File: src/rtl/lcd_job_arbiter.sv
// Draw-job scheduler: round-robin arbitration, panel-bounds validation, 3-word command serialisation.
// Latency: grant is combinational in IDLE; word0 written the cycle after grant, one word per cycle after that.
// Backpressure: cmd_wfull stalls the current word (state and data held); grants are throttled at MAX_OUT jobs in flight.
//
// Ports:
//   i_clk, i_rst         clock; synchronous active-high reset
//   i_req[3:0]           per-requester level request, fields stable until grant
//   i_req_x/y/w/h        4 x 9-bit packed origin/size, requester i at [9i+8:9i]
//   i_req_addr           4 x 32-bit packed image base address (must be word aligned)
//   o_grant, o_reject    one-hot grant pulse; reject flags a grant that failed validation
//   i_init_req           LCD init request (level); o_init_ack marks the init word write
//   o_cmd_wdata/winc     command FIFO write port; i_cmd_wfull is the FIFO full flag
//   i_job_done           printer end-of-image pulse
//   o_outstanding        jobs written but not completed
//   o_busy               FSM active or jobs in flight
//   o_done_err           sticky: job_done seen with nothing outstanding

module lcd_job_arbiter #(
    parameter int LCD_W   = 240,
    parameter int LCD_H   = 320,
    parameter int MAX_OUT = 4
) (
    input  logic         i_clk,
    input  logic         i_rst,
    input  logic [3:0]   i_req,
    input  logic [35:0]  i_req_x,
    input  logic [35:0]  i_req_y,
    input  logic [35:0]  i_req_w,
    input  logic [35:0]  i_req_h,
    input  logic [127:0] i_req_addr,
    output logic [3:0]   o_grant,
    output logic         o_reject,
    input  logic         i_init_req,
    output logic         o_init_ack,
    output logic [31:0]  o_cmd_wdata,
    output logic         o_cmd_winc,
    input  logic         i_cmd_wfull,
    input  logic         i_job_done,
    output logic [3:0]   o_outstanding,
    output logic         o_busy,
    output logic         o_done_err
);

    typedef enum logic [2:0] {
        S_IDLE,
        S_INIT_W,
        S_W0,
        S_W1,
        S_W2
    } state_t;

    typedef struct packed {
        logic [8:0]  x;
        logic [8:0]  y;
        logic [8:0]  w;
        logic [8:0]  h;
        logic [31:0] addr;
    } job_t;

    localparam logic [9:0]  W_LIM   = 10'(LCD_W);
    localparam logic [9:0]  H_LIM   = 10'(LCD_H);
    localparam logic [3:0]  OUT_LIM = 4'(MAX_OUT);
    localparam logic [31:0] INIT_WORD = 32'h8000_0000;

    function automatic logic [31:0] f_word0(input job_t j);
        return {1'b0, 6'b0, j.x, 7'b0, j.y};
    endfunction

    function automatic logic [31:0] f_word1(input job_t j);
        return {7'b0, j.w, 7'b0, j.h};
    endfunction

    state_t      r_state;
    logic [1:0]  r_rr_ptr;
    job_t        r_job;
    logic [31:0] r_cmd_wdata;
    logic [3:0]  r_outstanding;
    logic        r_done_err;

    logic        w_found;
    logic [1:0]  w_sel;
    logic [1:0]  w_idx;
    job_t        w_job;
    logic [9:0]  w_xsum;
    logic [9:0]  w_ysum;
    logic        w_bad;
    logic        w_idle;
    logic        w_init_go;
    logic        w_grant_go;
    logic        w_write_st;
    logic        w_fire;
    logic        w_inc;
    logic        w_dec;

    // Round-robin search: first requester at or after r_rr_ptr, wrapping 3->0.
    always_comb begin
        w_found = 1'b0;
        w_sel   = r_rr_ptr;
        w_idx   = r_rr_ptr;
        for (int k = 0; k < 4; k++) begin
            w_idx = r_rr_ptr + 2'(k);
            if (!w_found && i_req[w_idx]) begin
                w_found = 1'b1;
                w_sel   = w_idx;
            end
        end
    end

    // Fields of the selected requester, as seen on the grant edge.
    always_comb begin
        w_job.x    = i_req_x[9*w_sel +: 9];
        w_job.y    = i_req_y[9*w_sel +: 9];
        w_job.w    = i_req_w[9*w_sel +: 9];
        w_job.h    = i_req_h[9*w_sel +: 9];
        w_job.addr = i_req_addr[32*w_sel +: 32];
    end

    // 10-bit sums so x+w cannot wrap for any 9-bit operands.
    assign w_xsum = {1'b0, w_job.x} + {1'b0, w_job.w};
    assign w_ysum = {1'b0, w_job.y} + {1'b0, w_job.h};
    assign w_bad  = (w_job.w == 9'd0) || (w_job.h == 9'd0) ||
                    (w_xsum > W_LIM)  || (w_ysum > H_LIM)  ||
                    (w_job.addr[1:0] != 2'b00);

    // Nothing is granted or written while reset is asserted.
    assign w_idle     = (r_state == S_IDLE) && !i_rst;
    assign w_init_go  = w_idle && i_init_req;
    assign w_grant_go = w_idle && !i_init_req && w_found && (r_outstanding < OUT_LIM);

    assign w_write_st = (r_state == S_INIT_W) || (r_state == S_W0) ||
                        (r_state == S_W1)     || (r_state == S_W2);
    assign w_fire     = w_write_st && !i_cmd_wfull && !i_rst;

    assign w_inc = (r_state == S_W2) && w_fire;
    assign w_dec = i_job_done && (r_outstanding != 4'd0);

    assign o_grant       = w_grant_go ? (4'b0001 << w_sel) : 4'b0000;
    assign o_reject      = w_grant_go && w_bad;
    assign o_cmd_winc    = w_fire;
    assign o_init_ack    = w_fire && (r_state == S_INIT_W);
    assign o_cmd_wdata   = r_cmd_wdata;
    assign o_outstanding = r_outstanding;
    assign o_busy        = (r_state != S_IDLE) || (r_outstanding != 4'd0);
    assign o_done_err    = r_done_err;

    // r_cmd_wdata is loaded with the word for the state being entered, so it
    // is already valid on the first cycle of each write state and reads 0 in IDLE.
    always_ff @(posedge i_clk) begin
        if (i_rst) begin
            r_state       <= S_IDLE;
            r_rr_ptr      <= 2'd0;
            r_job         <= '0;
            r_cmd_wdata   <= 32'd0;
            r_outstanding <= 4'd0;
            r_done_err    <= 1'b0;
        end else begin
            case (r_state)
                S_IDLE: begin
                    if (w_init_go) begin
                        r_state     <= S_INIT_W;
                        r_cmd_wdata <= INIT_WORD;
                    end else if (w_grant_go) begin
                        r_job    <= w_job;
                        r_rr_ptr <= w_sel + 2'd1;
                        // A rejected job consumes its grant but stays in IDLE.
                        if (!w_bad) begin
                            r_state     <= S_W0;
                            r_cmd_wdata <= f_word0(w_job);
                        end
                    end
                end
                S_INIT_W: begin
                    if (!i_cmd_wfull) begin
                        r_state     <= S_IDLE;
                        r_cmd_wdata <= 32'd0;
                    end
                end
                S_W0: begin
                    if (!i_cmd_wfull) begin
                        r_state     <= S_W1;
                        r_cmd_wdata <= f_word1(r_job);
                    end
                end
                S_W1: begin
                    if (!i_cmd_wfull) begin
                        r_state     <= S_W2;
                        r_cmd_wdata <= r_job.addr;
                    end
                end
                S_W2: begin
                    if (!i_cmd_wfull) begin
                        r_state     <= S_IDLE;
                        r_cmd_wdata <= 32'd0;
                    end
                end
                default: begin
                    r_state     <= S_IDLE;
                    r_cmd_wdata <= 32'd0;
                end
            endcase

            // Completion and a new W2 write in the same cycle cancel out.
            case ({w_inc, w_dec})
                2'b10:   r_outstanding <= r_outstanding + 4'd1;
                2'b01:   r_outstanding <= r_outstanding - 4'd1;
                default: r_outstanding <= r_outstanding;
            endcase

            if (i_job_done && (r_outstanding == 4'd0)) begin
                r_done_err <= 1'b1;
            end
        end
    end

endmodule
File: config.mk
export PLATFORM = sky130hd
export DESIGN_NAME = lcd_job_arbiter
export DESIGN_NICKNAME = d
export VERILOG_FILES = /design/src/rtl/lcd_job_arbiter.sv
export SDC_FILE = /design/constraint.sdc
export NUM_CORES = 1
export LEC_CHECK = 0
export CAP_MARGIN = 40
export CORE_MARGIN = 2
export CORE_UTILIZATION = 41
export CTS_CLUSTER_SIZE = 12
export DETAILED_ROUTE_END_ITERATION = 8
export MAX_ROUTING_LAYER = met4
export PLACE_DENSITY = 0.79
export SLEW_MARGIN = 20
export SYNTH_ARGS = -nofsm -noshare
export SYNTH_HDL_FRONTEND = slang
export SYNTH_SLANG_ARGS = --single-unit
File: constraint.sdc
create_clock -name i_clk -period 8 [get_ports i_clk]
set_input_delay 1.6 -clock i_clk [delete_from_list [all_inputs] [get_ports i_clk]]
set_output_delay 1.6 -clock i_clk [all_outputs]
set_load 0.05 [all_outputs]
### After elaboration in Yosys (flattened, before gate mapping)

Cells that the tools add are included.
Widths: inputs -> output; s select.

* logic and storage cells: 113
* bits in registers: 92
* bits in latches: 0
* ROM bits: 0
* memories: 0
* bits in writable memories: 0

* shift operators: 6
* order comparisons: 7
* eq/ne operators: 11
* div/mod/pow operators: 0
* add/subtract/negate cells: 8
* multiply operators: 1
* muxes and demuxes: 31
* reductions and logical operators: 40
* bitwise logic cells: 1

Operator list (count)
* $mux 32: 6
* $shiftx 36x7->9: 4
* $pmux 32 s4: 1
* $shiftx 128x8->32: 1
* $add 9x9->10: 2
* $logic_not 9->1: 2
* $mux 3: 6
* $logic_and 1x1->1: 15
* $lt 2x3->1 const B: 4
* $pmux 3 s4: 1
* $gt 10x8->1 const B: 1
* $gt 10x9->1 const B: 1
* $bmux 1 s2: 4
* $logic_or 1x1->1: 8
* $mux 1: 8
* $pmux 4 s2: 1
* $eq 3x2->1 const B: 2
* $logic_not 1->1: 6
* $mul 4x2->6 const A: 1
* $mux 2: 3
* $ne 2x2->1 const B: 3
* $ne 3x3->1 const B: 2
* $reduce_and 5->1: 1
* $add 2x1->2 const B: 2
* 18 further kinds: 20

### Depth between registers and ports, before layout

Gate-level depths: netlist of run 1.

* depth after elaboration: 23
* gate-level depth with buffers: 22
* mapped depth without buffers: 17

### Worst setup path after synthesis of run 1

Ideal clock, no wire load.

* kind: input to output
* start: in i_req[0]
* end: out o_reject
* stages: 19
* arrival time: 6.488 ns
* path slack: -0.088 ns
* cell sequence: nor2b_1 or4_4 nand2_4 buf_2 buf_2 buf_1 mux4_2 ha_1 fa_1 a21o_1 a21oi_1 o21bai_1 a21oi_1 xnor2_1 a31oi_1 o21ai_0 o31a_1 nor3b_1 nor2_1

* cells in the longest elaborated chain, start to end: 20
* elaborated cells between the ends (all ways): 41
* those cells by class: add/sub: 2; mul: 1; order compare: 2; shift: 5; mux: 15; reduce/logical: 16

RTL lines
* from (decl): line 25 `input logic [3:0] i_req,`
* $bmux 1 s2: line 102 `if (!w_found && i_req[w_idx]) begin`
* $mux 1 (implied by the code): line 102
* $mux 1: line 102
* $logic_not 1->1: line 102
* $logic_and 1x1->1: line 102
* $mux 1: line 102
* $logic_not 1->1: line 102
* $logic_and 1x1->1: line 102
* (+3 left out)
* $mux 2: line 102
* $mul 4x2->6
* $shiftx 36x7->9, on equally long branches: line 111, 113, 114
* $add 9x9->10 or $logic_not 9->1 (tied branches): line 119, 121
* $gt 10x8->1 or $logic_or 1x1->1 (tied branches): line 122, 121
* $logic_or 1x1->1: line 121 `assign w_bad = (w_job.w == 9'd0) || (w_job.h == 9'd0) ||`
* $logic_or 1x1->1 (2 in series): line 122 `(w_xsum > W_LIM) || (w_ysum > H_LIM) ||`
* $logic_and 1x1->1 *: line 138 `assign o_reject = w_grant_go && w_bad;`
* to (decl): line 32 `output logic o_reject,`

Mark *: on every way between the ends. The rest lies on a longest branch, timed or not. The select of a mux whose other input is x is not followed.

==> results.json, run 1 <==
{
  "final.setup.tns_ps": 0,
  "cts_buffers": 9,
  "dominantRegCellSynth": "dfxtp_1",
  "wl_per_cell_um": 20.0,
  "synth.avg_cell_area_um2": 9.84,
  "r2r_end": "o_cmd_wdata[30]",
  "min_from": "r_job[36]",
  "placementRows": 45,
  "grt_pass1_wl_um": 35400,
  "timing.final.max_slew_violations": 0,
  "worstReg2RegStart": "r_rr_ptr[0]",
  "gp_congestion": 0.923,
  "hold_buffers": 0,
  "maxCapViolations": 0,
  "post_cts_buffers": 0,
  "fmax_mhz": 130,
  "nNetsFinal": 1260,
  "ctsLongestPathBuffers": 2,
  "cts_resized": 0,
  "dr.first_iter.drc_count": 539,
  "yosysUniqueCellTypes": 53,
  "grt_start_max_net_pins": 53,
  "overflow": 0,
  "postRouteAntennaNets": 0,
  "clkSinkCount": 92,
  "max-slew-margin-rel": 0.441,
  "grt_setup_unrepaired": "false",
  "place_ws_ps": 355,
  "dieHeight_um": 130,
  "async_reset_ff_frac": 0,
  "initial_core_util": 0.422,
  "antenna_cells": 0,
  "rr_worst_depth": 18,
  "worstSetupPathType": "input pin to output port",
  "worst_hold_path.num_cells": 2,
  "top_level_ports": 326,
  "required_ps": 6400,
  "critPathMaxFanout": 6,
  "fin_skew_ps": 5.74,
  "grt_use_total": 0.283,
  "clkTransAtPathRegs_ps": 60,
  "cts_tree": "built",
  "setup-violations-final": 0,
  "cellPowerDensity_nw_per_um2": 237,
  "dr_total_vias": 6647,
  "place_area_um2": 9920,
  "synth_warnings": 0,
  "max-vdd-ir-drop_v": 0.000193,
  "hold_viol": 0,
  "io_buffers": 325,
  "netlist_area_um2": 6460,
  "yosysSeqAreaShare": 0.285,
  "syn_inst": 657,
  "totalWireLength_um": 23300,
  "hpwl_um": 18900,
  "period_minus_slack_ps": 7720,
  "drtPass1Iterations": 6,
  "drive_above_1_share": 0.131,
  "crit_path_end_kind": "output port",
  "core_um2": 15300,
  "worst_skew_pair.late_latency_ps": 330,
  "layout.cells.non_filler": 1167,
  "fin_util": 0.665,
  "synth_edf_count": 0,
  "outcome": "finished clean",
  "area_growth_pct": 57.6,
  "cp-start-kind": "input pin",
  "finalPower_mw": 2.41,
  "cts-root-buf": "clkbuf_16",
  "cts.htree.levels": 3,
  "holdWs_ps": 453,
  "finalCritPeriodShare": 0.965,
  "num-fill-cells": 1276,
  "grt_pass1_vias": 6578,
  "fin_ws_ps": 284,
  "arrival_ps": 6120,
  "grt_antenna_before_repair": 0,
  "ys_seq_elements": 92,
  "design_area_um2": 10200,
  "crit_start": "i_req[3]",
  "dieWidth_um": 130,
  "multi_input_area_um2": 4310,
  "tightest_slew_ps": 836,
  "viasPerCell": 5.70,
  "regArea_um2": 1840,
  "worstHoldEndpoint": "r_job[36]",
  "holdCritPathClass": "flop to flop",
  "die_area_um2": 16800,
  "cellLeakagePower_nw": 3.67,
  "drc_errors": 0,
  "place_inst": 1151,
  "synth_nets": 966,
  "reg2reg_slack_ps": 2900
}
[where the power goes]
part           internal, mW  total, mW  switching, mW
Sequential            0.544      0.605         0.0608
Combinational         0.623       1.42          0.792
Clock                 0.211      0.391          0.180
[synthesized netlist by cell type (4+ instances only)]
master | number | area (um^2)
a21o_1 | 10 | 75.1
a21oi_1 | 67 | 335
a222oi_1 | 18 | 180
a31oi_1 | 4 | 25.0
and2_1 | 5 | 31.3
buf_1 | 5 | 18.8
buf_2 | 5 | 25.0
buf_6 | 5 | 56.3
clkbuf_1 | 42 | 158
dfxtp_1 | 92 | 1840
ha_1 | 25 | 313
inv_1 | 23 | 86.3
mux4_2 | 67 | 1510
nand2_1 | 113 | 424
nand3_1 | 5 | 25.0
nor2_1 | 24 | 90.1
nor2b_1 | 4 | 25.0
nor3_1 | 10 | 50.1
nor4_1 | 7 | 43.8
o2111ai_1 | 13 | 114
o21ai_0 | 19 | 95.1
o21ai_1 | 7 | 35.0
o21bai_1 | 4 | 30.0
o311a_1 | 18 | 180
o41ai_2 | 12 | 195
xnor2_1 | 6 | 52.6
xor2_1 | 9 | 78.8
[flip-flops by register name (all words and copies together) (netlist names)]
register	cells
r_rr_ptr	2
o_done_err	1
o_cmd_wdata	32
o_outstanding	4
r_job	50
r_state	3
[area by class of cell]
class                           instances  share of cell area
Sequential cell                        92               0.181
Timing Repair Buffer                  340               0.334
Inverter                               24             0.00884
Tap cell                              211              0.0259
Clock buffer                           11              0.0228
Multi-Input combinational cell        484               0.423
Clock inverter                          5             0.00381
[routing by layer]
metal / global-route usage / up-vias / share of wire
met2: 0.462 / 311 / 0.49
met4: 0.0670 / 0 / 0.018
met1: 0.376 / 3170 / 0.43
met3: 0.0367 / 32 / 0.059
met5: - / - / 0
li1: - / 3134 / -
[worst max-delay path, stage by stage]
cell	delay, ps
clkdlybuf4s50_1	550
and3b_1	190
or4_4	420
nand2_4	140
mux4_2	550
ha_1	250
fa_1	420
a21o_1	210
a21oi_1	250
o21bai_1	100
a21oi_1	230
xnor2_1	90
a31oi_1	200
o21ai_0	120
o31a_1	320
nor3b_1	160
nor2_2	150
buf_12	160
[cell usage in the layout (no fill, tap or decap), drive strengths merged, types with 11 or more instances in the layout]
cell type / Yosys / layout
inv: 23 / 23
clkbuf: 42 / 11
o21ai: 27 / 27
nand2: 114 / 114
a21oi: 67 / 67
ha: 25 / 25
mux4: 68 / 68
o41ai: 14 / 14
a222oi: 18 / 18
o2111ai: 14 / 14
dfxtp: 92 / 92
clkdlybuf4s50: 0 / 323
nor2: 24 / 24
buf: 15 / 17
o311a: 18 / 18
[worst max path at each step]
stage,to,slack (ps),cells after the start
2_1_floorplan,o_reject,130,19
3_3_place_gp,o_reject,450,18
3_5_place_dp,o_reject,350,18
4_1_cts,o_reject,340,18
5_1_grt,o_reject,90,18
6_report,o_reject,280,18
[cells by family after synthesis]
kind of cell,synth area share
AOI/OAI and AO/OA,0.223
xor gates and xnor gates,0.0203
adders and majority gates,0.0577
buffers and inverters,0.0538
DFF,0.285
muxes,0.238
and+or+nand+nor,0.122
Note: power is estimated with default switching activity, not from simulation.
==> run 2, diff against run 1 <==
--- a/config.mk
+++ b/config.mk
@@ -7,11 +7,12 @@
 export LEC_CHECK = 0
 export CAP_MARGIN = 40
 export CORE_MARGIN = 2
-export CORE_UTILIZATION = 41
+export CORE_UTILIZATION = 42
 export CTS_CLUSTER_SIZE = 12
 export DETAILED_ROUTE_END_ITERATION = 8
 export MAX_ROUTING_LAYER = met4
-export PLACE_DENSITY = 0.79
+export PLACE_DENSITY = 0.81
+export SKIP_CTS_REPAIR_TIMING = 1
 export SLEW_MARGIN = 20
 export SYNTH_ARGS = -nofsm -noshare
 export SYNTH_HDL_FRONTEND = slang
==> constraint.sdc (replaced) <==
create_clock -name i_clk -period 10 [get_ports i_clk]
set_input_delay 2 -clock i_clk [delete_from_list [all_inputs] [get_ports i_clk]]
set_output_delay 2 -clock i_clk [all_outputs]
set_load 0.05 [all_outputs]
==> run 2 against run 1 <==
Net effect: clock-buffer cell count is 1 lower; utilization rose by 0.27 points; sequential share of layout area is 0.13 points higher; via count is 1.2% higher; die area is 2.3% lower; global-route usage increased by 0.71 points; flip-flop and latch count stayed put; final area is 0.70% lower; sequential power fell by 20%; combinational power decreased by 20%; worst hold slack barely moved; first-iteration DRC count increased by 20%; critical path type unchanged; largest cell class unchanged; largest power group unchanged.
==> results.json, run 2 (synthesis results as in run 1) <==
{
  "outcome": "finished clean",
  "drive_above_1_share": 0.130,
  "grt_start_max_net_pins": 53,
  "grt_pass1_wl_um": 35700,
  "place_ws_ps": 1320,
  "crit_chain": "clkdlybuf4s50_1, and3b_1, or4_4, nand2_4, buf_4, mux4_2, fa_1, a21o_1, a21oi_1, o21bai_1, a21oi_1, xnor2_1, a31oi_1, o21ai_0, o31a_1, nor3b_1, nor2_1, buf_4",
  "clkSinkCount": 92,
  "final.setup.tns_ps": 0,
  "largest_register": "r_job",
  "hpwl_um": 18700,
  "dr.first_iter.drc_count": 647,
  "cts-root-buf": "clkbuf_16",
  "area_growth_pct": 56.5,
  "worst_skew_pair.late_latency_ps": 340,
  "antenna_cells": 0,
  "finalPower_mw": 1.94,
  "postRouteAntennaNets": 0,
  "critPathMaxFanout": 32,
  "cellPowerDensity_nw_per_um2": 192,
  "maxCapViolations": 0,
  "cts_buffers": 9,
  "fin_skew_ps": 7.34,
  "initial_core_util": 0.427,
  "grt_pass1_vias": 6628,
  "worstSetupPathType": "input pin to output port",
  "cts_tree": "built",
  "fin_util": 0.668,
  "cpMaxStageDelayCell": "clkdlybuf4s50_1",
  "num-fill-cells": 1192,
  "period_minus_slack_ps": 8700,
  "drc_errors": 0,
  "crit_path_end_kind": "output port",
  "wl_per_cell_um": 20.6,
  "holdCritPathClass": "flop to flop",
  "setup-violations-final": 0,
  "fmax_mhz": 115,
  "clkTransAtPathRegs_ps": 70,
  "holdWs_ps": 454,
  "hold_viol": 0,
  "timing.final.max_slew_violations": 0,
  "overflow": 0,
  "drtPass1Iterations": 5,
  "viasPerCell": 5.89,
  "core_um2": 15100,
  "dieHeight_um": 128,
  "required_ps": 8000,
  "dieWidth_um": 128,
  "nNetsFinal": 1259,
  "top_level_ports": 326,
  "final_cell_mix": "323 x clkdlybuf4s50_1, 113 x nand2_1, 92 x dfxtp_1",
  "grt_setup_unrepaired": "false",
  "io_buffers": 325,
  "totalWireLength_um": 23500,
  "placementRows": 45,
  "max-vdd-ir-drop_v": 0.000129,
  "cp-start-kind": "input pin",
  "fin_ws_ps": 1300,
  "max-slew-margin-rel": 0.464,
  "grt_antenna_before_repair": 0,
  "grt_use_total": 0.290,
  "die_area_um2": 16400,
  "gp_congestion": 0.925,
  "cellLeakagePower_nw": 3.67,
  "largest_register_ffs": 50,
  "tightest_slew_ps": 803,
  "cts.htree.levels": 3,
  "cp_slowest_stage_delay_ps": 570,
  "dr_total_vias": 6730,
  "finalCritPeriodShare": 0.870,
  "arrival_ps": 6700,
  "final_common_cell": "clkdlybuf4s50_1",
  "ctsLongestPathBuffers": 2
}
[run 2: changes by cell type in the layout (fill, tap and decap cells not counted), sizes merged]
cell / change
buf: -1
clkbuf: -1
clkinv: +2
clkinvlp: -3
inv: +2
[run 2: metrics by stage]
step / cells / instance area [um^2]
finish: 1143 / 10100
detailed placement: 1127 / 9840
global placement: 1126 / 9820
global route: 1143 / 10100
floorplan: 657 / 6460
CTS: 1143 / 10100
[run 2: critical path: cells and delay by family]
| kind | cells | cell delay [ps] |
|---|---|---|
| adder cells (fa/ha/maj) | 1 | 480 |
| multiplexers | 1 | 450 |
| AO/OA/AOI/OAI | 7 | 1440 |
| AND/OR/NAND/NOR | 5 | 990 |
| buffers and inverters | 3 | 1220 |
| XOR/XNOR | 1 | 110 |
[run 2: worst paths after layout]
path               start         end  slack (ps)  depth (start not counted)
max             i_req[3]    o_reject        1300                         18
min            r_job[38]   r_job[38]         450                          2
max reg2reg  r_rr_ptr[0]  r_state[1]        4460                         18
min reg2reg    r_job[38]   r_job[38]         450                          2
[run 2: cell type report]
type / count / area [um^2] / area share
timing repair buffer: 339 / 3360 / 0.332
tap: 188 / 235 / 0.0232
multi-input combinational: 484 / 4310 / 0.426
clock buffer: 10 / 229 / 0.0226
sequential: 92 / 1840 / 0.182
clock inverter: 6 / 47.5 / 0.00470
inverter: 24 / 90.1 / 0.00890
[run 2: where the power goes]
group | internal [mW] | switching, mW
registers | 0.435 | 0.0474
logic | 0.493 | 0.641
clock network | 0.171 | 0.151
[run 2: metal layers]
| layer | vias to the layer above | global-route usage | share of wire |
|---|---|---|---|
| met3 | 38 | 0.0413 | 0.071 |
| met4 | 0 | 0.0866 | 0.026 |
| met5 | - | - | 0 |
| met1 | 3245 | 0.388 | 0.41 |
| li1 | 3129 | - | - |
| met2 | 318 | 0.460 | 0.49 |
==> run 3, diff against run 2 <==
--- a/config.mk
+++ b/config.mk
@@ -5,7 +5,6 @@
 export SDC_FILE = /design/constraint.sdc
 export NUM_CORES = 1
 export LEC_CHECK = 0
-export CAP_MARGIN = 40
 export CORE_MARGIN = 2
 export CORE_UTILIZATION = 42
 export CTS_CLUSTER_SIZE = 12
==> run 3 against run 2 <==
Net effect: flip-flop and latch count unchanged; final area about the same; clock skew increased by 1.4 ps; combinational power about the same; cell count about the same.
==> results.json, run 3 (synthesis results as in run 1) <==
{
  "totalWireLength_um": 23400,
  "io_buffers": 325,
  "die_area_um2": 16400,
  "tightest_slew_ps": 934,
  "arrival_ps": 6690,
  "setup-violations-final": 0,
  "initial_core_util": 0.427,
  "overflow": 0,
  "clkTransAtPathRegs_ps": 60,
  "placementRows": 45,
  "num-fill-cells": 1192,
  "cts_buffers": 9,
  "grt_use_total": 0.292,
  "final.setup.tns_ps": 0,
  "viasPerCell": 5.89,
  "drive_above_1_share": 0.129,
  "timing.final.max_slew_violations": 0,
  "crit_path_end_kind": "output port",
  "critPathMaxFanout": 32,
  "nNetsFinal": 1258,
  "dr.first_iter.drc_count": 751,
  "place_area_um2": 9820,
  "cp_slowest_stage_delay_ps": 580,
  "cp_top_family": "compound AO/OA/AOI/OAI gates",
  "drc_errors": 0,
  "dr_total_vias": 6721,
  "max-vdd-ir-drop_v": 0.000129,
  "area_growth_pct": 56.6,
  "wl_per_cell_um": 20.5,
  "dieHeight_um": 128,
  "worstSetupPathType": "input pin to output port",
  "cts_tree": "built",
  "fin_util": 0.668,
  "outcome": "finished clean",
  "rr_worst_depth": 18,
  "cp-start-kind": "input pin",
  "regArea_um2": 1840,
  "dieWidth_um": 128,
  "drtPass1Iterations": 8,
  "worst_hold_path.num_cells": 2,
  "antenna_cells": 0,
  "cpMaxStageDelayCell": "clkdlybuf4s50_1",
  "hold_viol": 0,
  "largest_register": "r_job",
  "core_um2": 15100,
  "fmax_mhz": 115,
  "grt_pass1_vias": 6628,
  "reg2reg_slack_ps": 4400,
  "max-slew-margin-rel": 0.377,
  "cellPowerDensity_nw_per_um2": 194,
  "grt_start_max_net_pins": 81,
  "cellLeakagePower_nw": 3.68,
  "postRouteAntennaNets": 0,
  "final_cell_mix": "323 x clkdlybuf4s50_1, 113 x nand2_1, 92 x dfxtp_1",
  "worst_skew_pair.late_latency_ps": 350,
  "crit_chain": "clkdlybuf4s50_1, and3b_1, or4_4, nand2_4, buf_4, mux4_2, fa_1, a21o_1, a21oi_1, o21bai_1, a21oi_1, xnor2_1, a31oi_1, o21ai_0, o31a_1, nor3b_1, nor2_1, buf_4",
  "holdCritPathClass": "flop to flop",
  "cts-root-buf": "clkbuf_16",
  "top_level_ports": 326,
  "fin_skew_ps": 8.78,
  "grt_setup_unrepaired": "false",
  "grt_antenna_before_repair": 0,
  "gp_congestion": 0.925,
  "clkSinkCount": 92,
  "cts.htree.levels": 3,
  "final_common_cell": "clkdlybuf4s50_1",
  "finalCritPeriodShare": 0.869,
  "grt_pass1_wl_um": 35800,
  "crit_cells": 18,
  "largest_register_ffs": 50,
  "hpwl_um": 18700,
  "multi_input_area_um2": 4310,
  "crit_buf_inv": 3,
  "maxCapViolations": 0,
  "required_ps": 8000,
  "period_minus_slack_ps": 8690,
  "ctsLongestPathBuffers": 2,
  "design_area_um2": 10100
}
## run 3: final cells by class
class | instances | area share
inverter | 24 | 0.00890
sequential | 92 | 0.182
timing repair buffer | 338 | 0.330
multi-input combinational | 484 | 0.426
clock inverter | 5 | 0.00593
tap | 188 | 0.0232
clock buffer | 11 | 0.0240
## run 3: final timing paths
path	endpoint	start
worst max-delay path	o_reject	i_req[3]
worst min-delay path	r_job[14]	r_job[14]
worst max register to register	r_state[1]	r_rr_ptr[0]
worst min register to register	r_job[14]	r_job[14]
## run 3: tightest hold or removal path: cells and delay by family (launching register included)
family | cells | cell delay (ps)
AO/OA/AOI/OAI | 1 | 50
AND/OR/NAND/NOR | 1 | 50
flip-flops | 1 | 310
## run 3: report_power, final
part / switching (mW) / leakage [nW] / internal, mW / total [mW]
clock: 0.148 / 0.146 / 0.202 / 0.350
combinational: 0.638 / 2.78 / 0.492 / 1.13
sequential: 0.0474 / 0.751 / 0.435 / 0.482
total: 0.834 / 3.68 / 1.13 / 1.96
## run 3: layer usage
metal  GRT usage  vias up  wire [um]
li1            -     3126          -
met1       0.393     3251       9830
met2       0.463      304      11500
met3      0.0371       40       1580
met4      0.0873        0        526
met5           -        -          0
## run 3: stage by stage
step / cells / setup WS (ps) / hold slack [ps] / power (mW)
finish: 1142 / 1310 / 453 / 1.96
global route: 1142 / 971 / 471 / 2.07
CTS: 1142 / 1290 / 455 / 1.95
detailed placement: 1126 / 1300 / 447 / 1.61
global placement: 1126 / 1510 / 442 / 1.59
floorplan: 657 / 1110 / 432 / 1.23
